## src/rtl/alu_issue_stage_if.sv

```systemverilog
// Issue-stage bus: fetch-side handshake in, ALU op handshake out.
// The stage itself uses the slave view; the producer/consumer side uses master.
interface alu_issue_stage_if;
  logic        in_valid;
  logic        in_ready;
  logic [31:0] instr;
  logic [31:0] pc;
  logic [31:0] rs1_data;
  logic [31:0] rs2_data;
  logic        flush;
  logic        out_valid;
  logic        out_ready;
  logic [3:0]  alu_con;
  logic [31:0] alu_a;
  logic [31:0] alu_b;
  logic [4:0]  rd;
  logic        rd_we;
  logic        illegal;

  modport master (
    output in_valid, instr, pc, rs1_data, rs2_data, flush, out_ready,
    input  in_ready, out_valid, alu_con, alu_a, alu_b, rd, rd_we, illegal
  );

  modport slave (
    input  in_valid, instr, pc, rs1_data, rs2_data, flush, out_ready,
    output in_ready, out_valid, alu_con, alu_a, alu_b, rd, rd_we, illegal
  );
endinterface

```

## src/rtl/alu_issue_stage.sv

```systemverilog
// RV32I OP/OP-IMM/LUI/AUIPC decoder feeding the ALU through a 2-entry skid FIFO.
// Every output comes from a registered entry; nothing flows straight from input to output.
module alu_issue_stage #(
  parameter int DEPTH = 2,
  parameter int XLEN  = 32
) (
  input  logic             clk,
  input  logic             rst_n,
  alu_issue_stage_if.slave bus
);
  localparam logic [6:0] OPC_OP    = 7'b0110011;
  localparam logic [6:0] OPC_OPIMM = 7'b0010011;
  localparam logic [6:0] OPC_LUI   = 7'b0110111;
  localparam logic [6:0] OPC_AUIPC = 7'b0010111;
  localparam logic [6:0] F7_ALT    = 7'b0100000;

  logic [6:0]      opcode;
  logic [2:0]      f3;
  logic [6:0]      f7;
  logic [XLEN-1:0] imm_i;
  logic [XLEN-1:0] imm_u;
  logic [3:0]      dec_con;
  logic [XLEN-1:0] dec_a;
  logic [XLEN-1:0] dec_b;
  logic            dec_legal;
  logic            unused_rs1_field;

  assign opcode = bus.instr[6:0];
  assign f3     = bus.instr[14:12];
  assign f7     = bus.instr[31:25];
  assign imm_i  = {{20{bus.instr[31]}}, bus.instr[31:20]};
  assign imm_u  = {bus.instr[31:12], 12'b0};
  assign unused_rs1_field = ^bus.instr[19:15];

  always_comb begin
    dec_con   = 4'b0000;
    dec_a     = '0;
    dec_b     = '0;
    dec_legal = 1'b0;
    case (opcode)
      OPC_OP: begin
        dec_a     = bus.rs1_data;
        dec_b     = bus.rs2_data;
        dec_legal = (f7 == 7'b0) || ((f7 == F7_ALT) && (f3 == 3'b000 || f3 == 3'b101));
        case (f3)
          3'b000: dec_con = f7[5] ? 4'b0001 : 4'b0000;
          3'b001: begin dec_con = 4'b1010; dec_b = {27'b0, bus.rs2_data[4:0]}; end
          3'b010: dec_con = 4'b0101;
          3'b011: dec_con = 4'b0110;
          3'b100: dec_con = 4'b0100;
          3'b101: begin dec_con = f7[5] ? 4'b1011 : 4'b1100; dec_b = {27'b0, bus.rs2_data[4:0]}; end
          3'b110: dec_con = 4'b0011;
          default: dec_con = 4'b0010;
        endcase
      end
      OPC_OPIMM: begin
        dec_a = bus.rs1_data;
        dec_b = imm_i;
        case (f3)
          3'b000: begin dec_con = 4'b0000; dec_legal = 1'b1; end
          3'b001: begin
            dec_con   = 4'b1010;
            dec_b     = {27'b0, bus.instr[24:20]};
            dec_legal = (f7 == 7'b0);
          end
          3'b010: begin dec_con = 4'b0101; dec_legal = 1'b1; end
          3'b011: begin dec_con = 4'b0110; dec_legal = 1'b1; end
          3'b100: begin dec_con = 4'b0100; dec_legal = 1'b1; end
          3'b101: begin
            dec_con   = f7[5] ? 4'b1011 : 4'b1100;
            dec_b     = {27'b0, bus.instr[24:20]};
            dec_legal = (f7 == 7'b0) || (f7 == F7_ALT);
          end
          3'b110: begin dec_con = 4'b0011; dec_legal = 1'b1; end
          default: begin dec_con = 4'b0010; dec_legal = 1'b1; end
        endcase
      end
      OPC_LUI: begin
        dec_con   = 4'b1001;
        dec_b     = imm_u;
        dec_legal = 1'b1;
      end
      OPC_AUIPC: begin
        dec_con   = 4'b1000;
        dec_a     = bus.pc;
        dec_b     = imm_u;
        dec_legal = 1'b1;
      end
      default: dec_legal = 1'b0;
    endcase
    // Unsupported encodings travel down the pipe as inert bubbles tagged illegal.
    if (!dec_legal) begin
      dec_con = 4'b0000;
      dec_a   = '0;
      dec_b   = '0;
    end
  end

  logic [1:0]      count_reg;
  logic            rd_ptr_reg;
  logic            wr_ptr_reg;
  logic            push;
  logic            pop;
  logic [3:0]      con_reg [DEPTH];
  logic [XLEN-1:0] a_reg   [DEPTH];
  logic [XLEN-1:0] b_reg   [DEPTH];
  logic [4:0]      rd_reg  [DEPTH];
  logic            we_reg  [DEPTH];
  logic            ill_reg [DEPTH];

  assign bus.in_ready  = (count_reg != 2'd2);
  assign bus.out_valid = (count_reg != 2'd0);
  assign push = bus.in_valid & bus.in_ready;
  assign pop  = bus.out_valid & bus.out_ready;

  genvar gi;
  generate
    for (gi = 0; gi < DEPTH; gi++) begin : g_entry
      localparam logic SLOT = 1'(gi);
      always_ff @(posedge clk or negedge rst_n) begin
        if (!rst_n) begin
          con_reg[gi] <= '0;
          a_reg[gi]   <= '0;
          b_reg[gi]   <= '0;
          rd_reg[gi]  <= '0;
          we_reg[gi]  <= 1'b0;
          ill_reg[gi] <= 1'b0;
        end else if (push && !bus.flush && wr_ptr_reg == SLOT) begin
          con_reg[gi] <= dec_con;
          a_reg[gi]   <= dec_a;
          b_reg[gi]   <= dec_b;
          rd_reg[gi]  <= bus.instr[11:7];
          we_reg[gi]  <= dec_legal && (bus.instr[11:7] != 5'd0);
          ill_reg[gi] <= !dec_legal;
        end
      end
    end
  endgenerate

  always_ff @(posedge clk or negedge rst_n) begin
    if (!rst_n) begin
      count_reg  <= 2'd0;
      rd_ptr_reg <= 1'b0;
      wr_ptr_reg <= 1'b0;
    end else if (bus.flush) begin
      count_reg  <= 2'd0;
      rd_ptr_reg <= 1'b0;
      wr_ptr_reg <= 1'b0;
    end else begin
      if (push) wr_ptr_reg <= ~wr_ptr_reg;
      if (pop)  rd_ptr_reg <= ~rd_ptr_reg;
      count_reg <= count_reg + {1'b0, push} - {1'b0, pop};
    end
  end

  // Stale slots are masked so an empty FIFO never shows a flushed or popped op.
  assign bus.alu_con = bus.out_valid ? con_reg[rd_ptr_reg] : 4'b0000;
  assign bus.alu_a   = bus.out_valid ? a_reg[rd_ptr_reg]   : '0;
  assign bus.alu_b   = bus.out_valid ? b_reg[rd_ptr_reg]   : '0;
  assign bus.rd      = bus.out_valid ? rd_reg[rd_ptr_reg]  : 5'd0;
  assign bus.rd_we   = bus.out_valid & we_reg[rd_ptr_reg];
  assign bus.illegal = bus.out_valid & ill_reg[rd_ptr_reg];
endmodule

```

## src/flat_wrapper.sv

```systemverilog
// flat-port wrapper written by rule: the top's interface ports become plain ports
module alu_issue_stage_flat 
#(
  parameter int DEPTH = 2,
  parameter int XLEN  = 32
)
  (clk, rst_n, bus_in_valid, bus_instr, bus_pc, bus_rs1_data, bus_rs2_data, bus_flush, bus_out_ready, bus_in_ready, bus_out_valid, bus_alu_con, bus_alu_a, bus_alu_b, bus_rd, bus_rd_we, bus_illegal);
  alu_issue_stage_if bus_i ();
  input  logic clk;
  input  logic rst_n;
  input wire logic [$bits(bus_i.in_valid)-1:0] bus_in_valid;
  input wire logic [$bits(bus_i.instr)-1:0] bus_instr;
  input wire logic [$bits(bus_i.pc)-1:0] bus_pc;
  input wire logic [$bits(bus_i.rs1_data)-1:0] bus_rs1_data;
  input wire logic [$bits(bus_i.rs2_data)-1:0] bus_rs2_data;
  input wire logic [$bits(bus_i.flush)-1:0] bus_flush;
  input wire logic [$bits(bus_i.out_ready)-1:0] bus_out_ready;
  output wire logic [$bits(bus_i.in_ready)-1:0] bus_in_ready;
  output wire logic [$bits(bus_i.out_valid)-1:0] bus_out_valid;
  output wire logic [$bits(bus_i.alu_con)-1:0] bus_alu_con;
  output wire logic [$bits(bus_i.alu_a)-1:0] bus_alu_a;
  output wire logic [$bits(bus_i.alu_b)-1:0] bus_alu_b;
  output wire logic [$bits(bus_i.rd)-1:0] bus_rd;
  output wire logic [$bits(bus_i.rd_we)-1:0] bus_rd_we;
  output wire logic [$bits(bus_i.illegal)-1:0] bus_illegal;
  assign bus_i.in_valid = bus_in_valid;
  assign bus_i.instr = bus_instr;
  assign bus_i.pc = bus_pc;
  assign bus_i.rs1_data = bus_rs1_data;
  assign bus_i.rs2_data = bus_rs2_data;
  assign bus_i.flush = bus_flush;
  assign bus_i.out_ready = bus_out_ready;
  assign bus_in_ready = bus_i.in_ready;
  assign bus_out_valid = bus_i.out_valid;
  assign bus_alu_con = bus_i.alu_con;
  assign bus_alu_a = bus_i.alu_a;
  assign bus_alu_b = bus_i.alu_b;
  assign bus_rd = bus_i.rd;
  assign bus_rd_we = bus_i.rd_we;
  assign bus_illegal = bus_i.illegal;
  alu_issue_stage #(.DEPTH(DEPTH), .XLEN(XLEN)) u_core (.clk(clk), .rst_n(rst_n), .bus(bus_i));
endmodule
```

## config.mk

```make
export PLATFORM = sky130hd
export DESIGN_NAME = alu_issue_stage_flat
export DESIGN_NICKNAME = d
export VERILOG_FILES = /design/src/rtl/alu_issue_stage_if.sv /design/src/rtl/alu_issue_stage.sv /design/src/flat_wrapper.sv
export SDC_FILE = /design/constraint.sdc
export NUM_CORES = 1
export LEC_CHECK = 0
export ABC_AREA = 1
export BUFFER_PORTS_ARGS = -buffer_cell sky130_fd_sc_hd__buf_2
export CORE_MARGIN = 4
export CORE_UTILIZATION = 54
export CTS_CLUSTER_SIZE = 20
export DETAILED_ROUTE_END_ITERATION = 10
export GPL_TIMING_DRIVEN = 0
export HOLD_SLACK_MARGIN = 0.02
export PLACE_DENSITY_LB_ADDON = 0.2
export SLEW_MARGIN = 20
export SYNTH_ARGS = -nofsm -noshare
export SYNTH_HDL_FRONTEND = slang
export SYNTH_SLANG_ARGS = --single-unit
```

## constraint.sdc

```tcl
create_clock -name clk -period 2.1 [get_ports clk]
set_input_delay 0.105 -clock clk [delete_from_list [all_inputs] [get_ports clk]]
set_output_delay 0.105 -clock clk [all_outputs]
set_load 0.005 [all_outputs]
```

## Word level (Yosys, flattened, before mapping)

Cells that the tools add are included.

| storage, ports and cells | value |
|---|---|
| flip-flop bits (word level) | 154 |
| bits of input ports | 133 |
| output and inout port bits | 77 |
| logic and storage cells | 97 |

| operators by class | value |
|---|---|
| add/subtract/negate cells | 2 |
| order comparisons | 1 |
| equal/unequal tests | 12 |
| multiplexer cells | 41 |
| bitwise logic cells | 7 |
| reductions and logical operators | 19 |

Operators with widths:

| operator | count |
|---|---|
| 32-bit two-way mux | 12 |
| 32-bit case mux with 3 select lines | 1 |
| 32-bit case mux with 2 select lines | 1 |
| 4-bit case mux with 7 select lines | 2 |
| 7-bit by 6-bit equality test with 1-bit output (second input constant) | 3 |
| 4-bit two-way mux | 5 |
| 5-bit two-way mux | 4 |
| 4-bit case mux with 4 select lines | 1 |
| 7-bit by 5-bit equality test with 1-bit output (second input constant) | 2 |
| 1-bit two-way mux | 11 |
| 3-bit equality test (second input constant) | 3 |
| 7-bit zero test | 1 |
| 3-bit by 2-bit equality test with 1-bit output (second input constant) | 2 |
| 2-bit nonzero test | 3 |
| 2-bit OR reduction | 3 |
| 1-bit logical AND | 5 |
| 5-bit nonzero test | 1 |
| 1-bit AND | 4 |
| 3-bit by 1-bit equality test with 1-bit output (second input constant) | 1 |
| 3-bit zero test | 1 |
| 1-bit logical OR | 3 |
| 3-bit two-way mux | 1 |
| 1-bit case mux with 3 select lines | 1 |
| 2-bit by 1-bit adder with 2-bit output | 1 |
| other kinds (8) | 10 |

## Longest topological paths before layout

| depth | value |
|---|---|
| word-level depth | 6 |
| depth in mapped cells | 11 |
| gate-level depth less buffers | 9 |

## Worst setup path after synthesis

OpenSTA, ideal clock, no wires.

| timing | value |
|---|---|
| kind | register -> register |
| from | reg u_core.count_reg[1] |
| to | reg u_core.count_reg[1] |
| setup time | 0.118 ns |
| arrival time | 1.474 ns |
| data required time | 1.982 ns |
| path slack | 0.508 ns |
| stages on the path, launching flop included | 8 |
| buffers on the path | 0 |
| period minus slack after synthesis | 1.592 ns |
| cell sequence | dfrtp_1 nor2_1 nor2_1 ha_1 inv_1 ha_1 xor2_1 nor2_1 |

| on the way | value |
|---|---|
| longest elaborated chain between the ends | 5 |
| elaborated cells on any way between the ends | 7 |
| those cells by class | add/sub: 2; eq/ne: 1; mux: 1; bitwise: 2; reduce/logical: 1 |

RTL lines:

| element | RTL line | RTL |
|---|---|---|
| start, declared | alu_issue_stage.sv:99 | `logic [1:0] count_reg;` |
| start signal, assigned | alu_issue_stage.sv:152 | `count_reg <= count_reg + {1'b0, push} - {1'b0, pop};` |
| 2-bit != test | alu_issue_stage.sv:111 | `assign bus.in_ready = (count_reg != 2'd2);` |
| 1-bit AND | alu_issue_stage.sv:113 | `assign push = bus.in_valid & bus.in_ready;` |
| 2-bit by 1-bit adder with 2-bit output | alu_issue_stage.sv:152 |  |
| 2-bit by 1-bit subtractor with 2-bit output * | alu_issue_stage.sv:152 |  |
| 2-bit two-way mux * | alu_issue_stage.sv:145 | `end else if (bus.flush) begin` |

Mark *: on every way between the ends. The rest lies on a longest branch, timed or not.
A chain may end at the register's enable or synchronous reset.

## Worst setup path in the final report

| timing | value |
|---|---|
| from | reg u_core.rd_ptr_reg |
| to | out bus_alu_con[1] |

| on the way | value |
|---|---|
| longest elaborated chain between the ends | 5 |

RTL lines:

| element | RTL line | RTL |
|---|---|---|
| start, declared | alu_issue_stage.sv:100 | `logic rd_ptr_reg;` |
| start signal, assigned | alu_issue_stage.sv:151 | `if (pop) rd_ptr_reg <= ~rd_ptr_reg;` |
| 1-bit inverter with 2-bit output (implied by the code) | alu_issue_stage.sv:157 | `assign bus.alu_con = bus.out_valid ? con_reg[rd_ptr_reg] : 4'b0000;` |
| 4-bit two-way mux (implied by the code) (3 in a row) | alu_issue_stage.sv:157 |  |
| 4-bit two-way mux | alu_issue_stage.sv:157 |  |
| end, declared | flat_wrapper.sv:20 | `output wire logic [$bits(bus_i.alu_con)-1:0] bus_alu_con;` |

No other way between the ends. The select of a mux whose other input is x is not followed.

==> reports/metrics.cfg <==
[status]
status = completed

[logic_synthesis]
synth_fp_nets = 1322
synth_area_per_cell_um2 = 6.924
synthAdderAreaFrac_pct = 0.3045
synth.mux.area_fraction_pct = 0
synth_seq_cells = 154
yosys.area_share.simple_pct = 40.80
ys_types = 21
synthXorXnorAreaFrac_pct = 0.2131
synthesis.area_mm2 = 0.008219
synth_top_family_by_area = simple AND/OR/NAND/NOR gates
synth-compound-area-share_pct = 5.876
syn_inst = 1187
yosys_warnings = 0
yosysSeqAreaShare_pct = 46.89

[place]
port_buffers = 209
routabilityCongestion = 0.8905
post-dp-hpwl_um = 18730
post-place-ws_ns = -0.05607

[drt]
drtPass1Iterations = 6
via_per_inst = 5.594
wl_per_cell_um = 16.70
wirelength_um = 27180
ant_nets = 0
route.detailed.drc = 0
via_count = 9102
dr.first_iter.drc_count = 888

[setup_path]
worstPathMaxFanout = 10
required_ns = 2.00
critPathKind = register to output pin
cp.arrival_ns = 1.93
cp-end-kind = output pin
startpoint_type = register

[timing]
slew_headroom_pct = 45.26
drv_slew = 0
skew_ns = 0.01136
max_freq_mhz = 492.2
period_needed_ns = 2.032
finalWorstSetupSlack_ns = 0.06837
hold_violations = 0
grt_setup_unrepaired = no
setup_viol = 0
period_share_pct = 96.74
worst_pin_slew_ns = 0.8181

[floorplan]
initial_core_util_pct = 55.92
die_area_mm2 = 0.01726
io_pins = 210
die_h_um = 131.4
die_w_um = 131.4
rows = 44
coreArea_mm2 = 0.01470

[global_routing]
grt_pass1_vias = 8408
antenna_found_initial = 1
grt_max_degree = 85
grt_first_pass_wirelength_um = 43060
gr-total-overflow = 0
grtUsageTotal_pct = 30.90

[final_layout]
postLayoutCoreUtil_pct = 69.98
n_fill_cell = 1290
multi_input_area_mm2 = 0.003886
finalNetCount = 1564
mostFrequentLayoutCell = nand2_1
drive_gt1_share_pct = 20.74
layout_common_cells = nand2_1, buf_2, nand3_1
regArea_mm2 = 0.003855
syn_to_final_growth_pct = 25.15

[cts]
h-tree-depth = 4
cts_tree = yes
cts_made_buffers = 17
clkTransAtPathRegs_ns = 0.07
cts.sinks = 154
clkLatencyLatePin_ns = 0.44
clk_path_buf_depth = 2
cts_root_buffer = clkbuf_16

[flow_run]
maxCapViolations = 0

[power_and_ir_drop]
power.leakage_nw = 5.807
ir_drop_uv = 609.8
p_per_area_mw_per_mm2 = 786.4
p_total_mw = 8.089

[min_path]
hold_class = input pin to register

cell type report:
type	count	share of cell area, %
clock buffer	22	4.513
timing repair buffer	224	12.09
antenna	1	0.02433
sequential	154	37.48
tap	184	2.238
inverter	33	1.229
clock inverter	10	0.9123
multi-input combinational	915	37.78
buffer	84	3.734
report_power, final:
group          internal (mW)  switching, mW  total [mW]
logic                  0.526           1.42        1.94
clock network           1.69           1.25        2.94
registers               3.11          0.101        3.21
worst max-delay path, stage by stage, from the launching register on:
cell and delay, ns:
dfrtp_2 0.53, inv_4 0.18, clkbuf_2 0.29, nand2_1 0.08, a21oi_1 0.23, buf_2 0.17
kinds of logic after synthesis:
family | Yosys count
compound gates | 95
flops | 154
simple gates | 816
xor+xnor | 2
buf+inv | 118
fa+ha+maj | 2
Yosys cell counts:
master      n  share of area [%]
nor2_1     15               0.68
xnor2_1     1               0.11
inv_2       5               0.23
o211ai_1    1              0.091
nor2_2      2               0.15
buf_4       2               0.18
nor3_4      2               0.40
clkbuf_1   59                2.7
a21oi_1    76                4.6
buf_2      23                1.4
o211a_1     1               0.12
nand4_1     2               0.15
nand2_1   595                 27
ha_1        2               0.30
inv_1      28                1.3
nand3_2     1               0.12
nand3_1   199                 12
xor2_1      1               0.11
o21ai_0    17                1.0
buf_6       1               0.14
dfrtp_1   154                 47
final timing paths:
path / start / to / slack, ns / cells past startpoint
setup / recovery: u_core.rd_ptr_reg$_DFFE_PN0P_ / bus_alu_con[1] / 0.07 / 5
hold / removal: bus_pc[8] / u_core.a_reg[8]$_DFFE_PN0P_ / 0.02 / 5
setup reg to reg: u_core.count_reg[0]$_DFF_PN0_ / u_core.a_reg[54]$_DFFE_PN0P_ / 0.12 / 9
hold reg to reg: u_core.rd_reg[0]$_DFFE_PN0P_ / u_core.rd_reg[0]$_DFFE_PN0P_ / 0.47 / 2
max in group asynchronous: rst_n / u_core.rd_ptr_reg$_DFFE_PN0P_ / 1.06 / 3
min in group asynchronous: rst_n / u_core.b_reg[8]$_DFFE_PN0P_ / 0.22 / 2
what timing repair did:
| action | CTS | global route |
|---|---|---|
| setup buffers | 0 | 2 |
| pin swaps | 0 | 2 |
| resized for setup | 14 | 20 |
| hold buffers | 12 | 0 |
| endpoints found under the setup margin | 78 | 134 |
| endpoints found under the hold margin | 90 | 0 |
routing by layer:
layer / vias up / track usage [%] / wire (µm)
met3: 70 / 6.460 / 2470
met1: 4270 / 43.29 / 11230
met2: 489 / 47.29 / 12610
li1: 4273 / - / -
met5: - / 0 / 0
met4: 0 / 12.66 / 859
per-stage QoR:
| step | instances | hold slack [ns] | setup TNS (ns) | cell area, µm² |
|---|---|---|---|---|
| 3_5_place_dp | 1581 | 0.09612 | -0.08654 | 9533 |
| 6_report | 1627 | 0.01979 | 0 | 10290 |
| 2_1_floorplan | 1187 | -0.1906 | 0 | 8219 |
| 5_1_grt | 1627 | 0.03104 | 0 | 10290 |
| 4_1_cts | 1624 | 0.02281 | 0 | 10230 |
| 3_3_place_gp | 1580 | 0.3356 | -210.27 | 9495 |
Power figures use the tool's default switching activity.
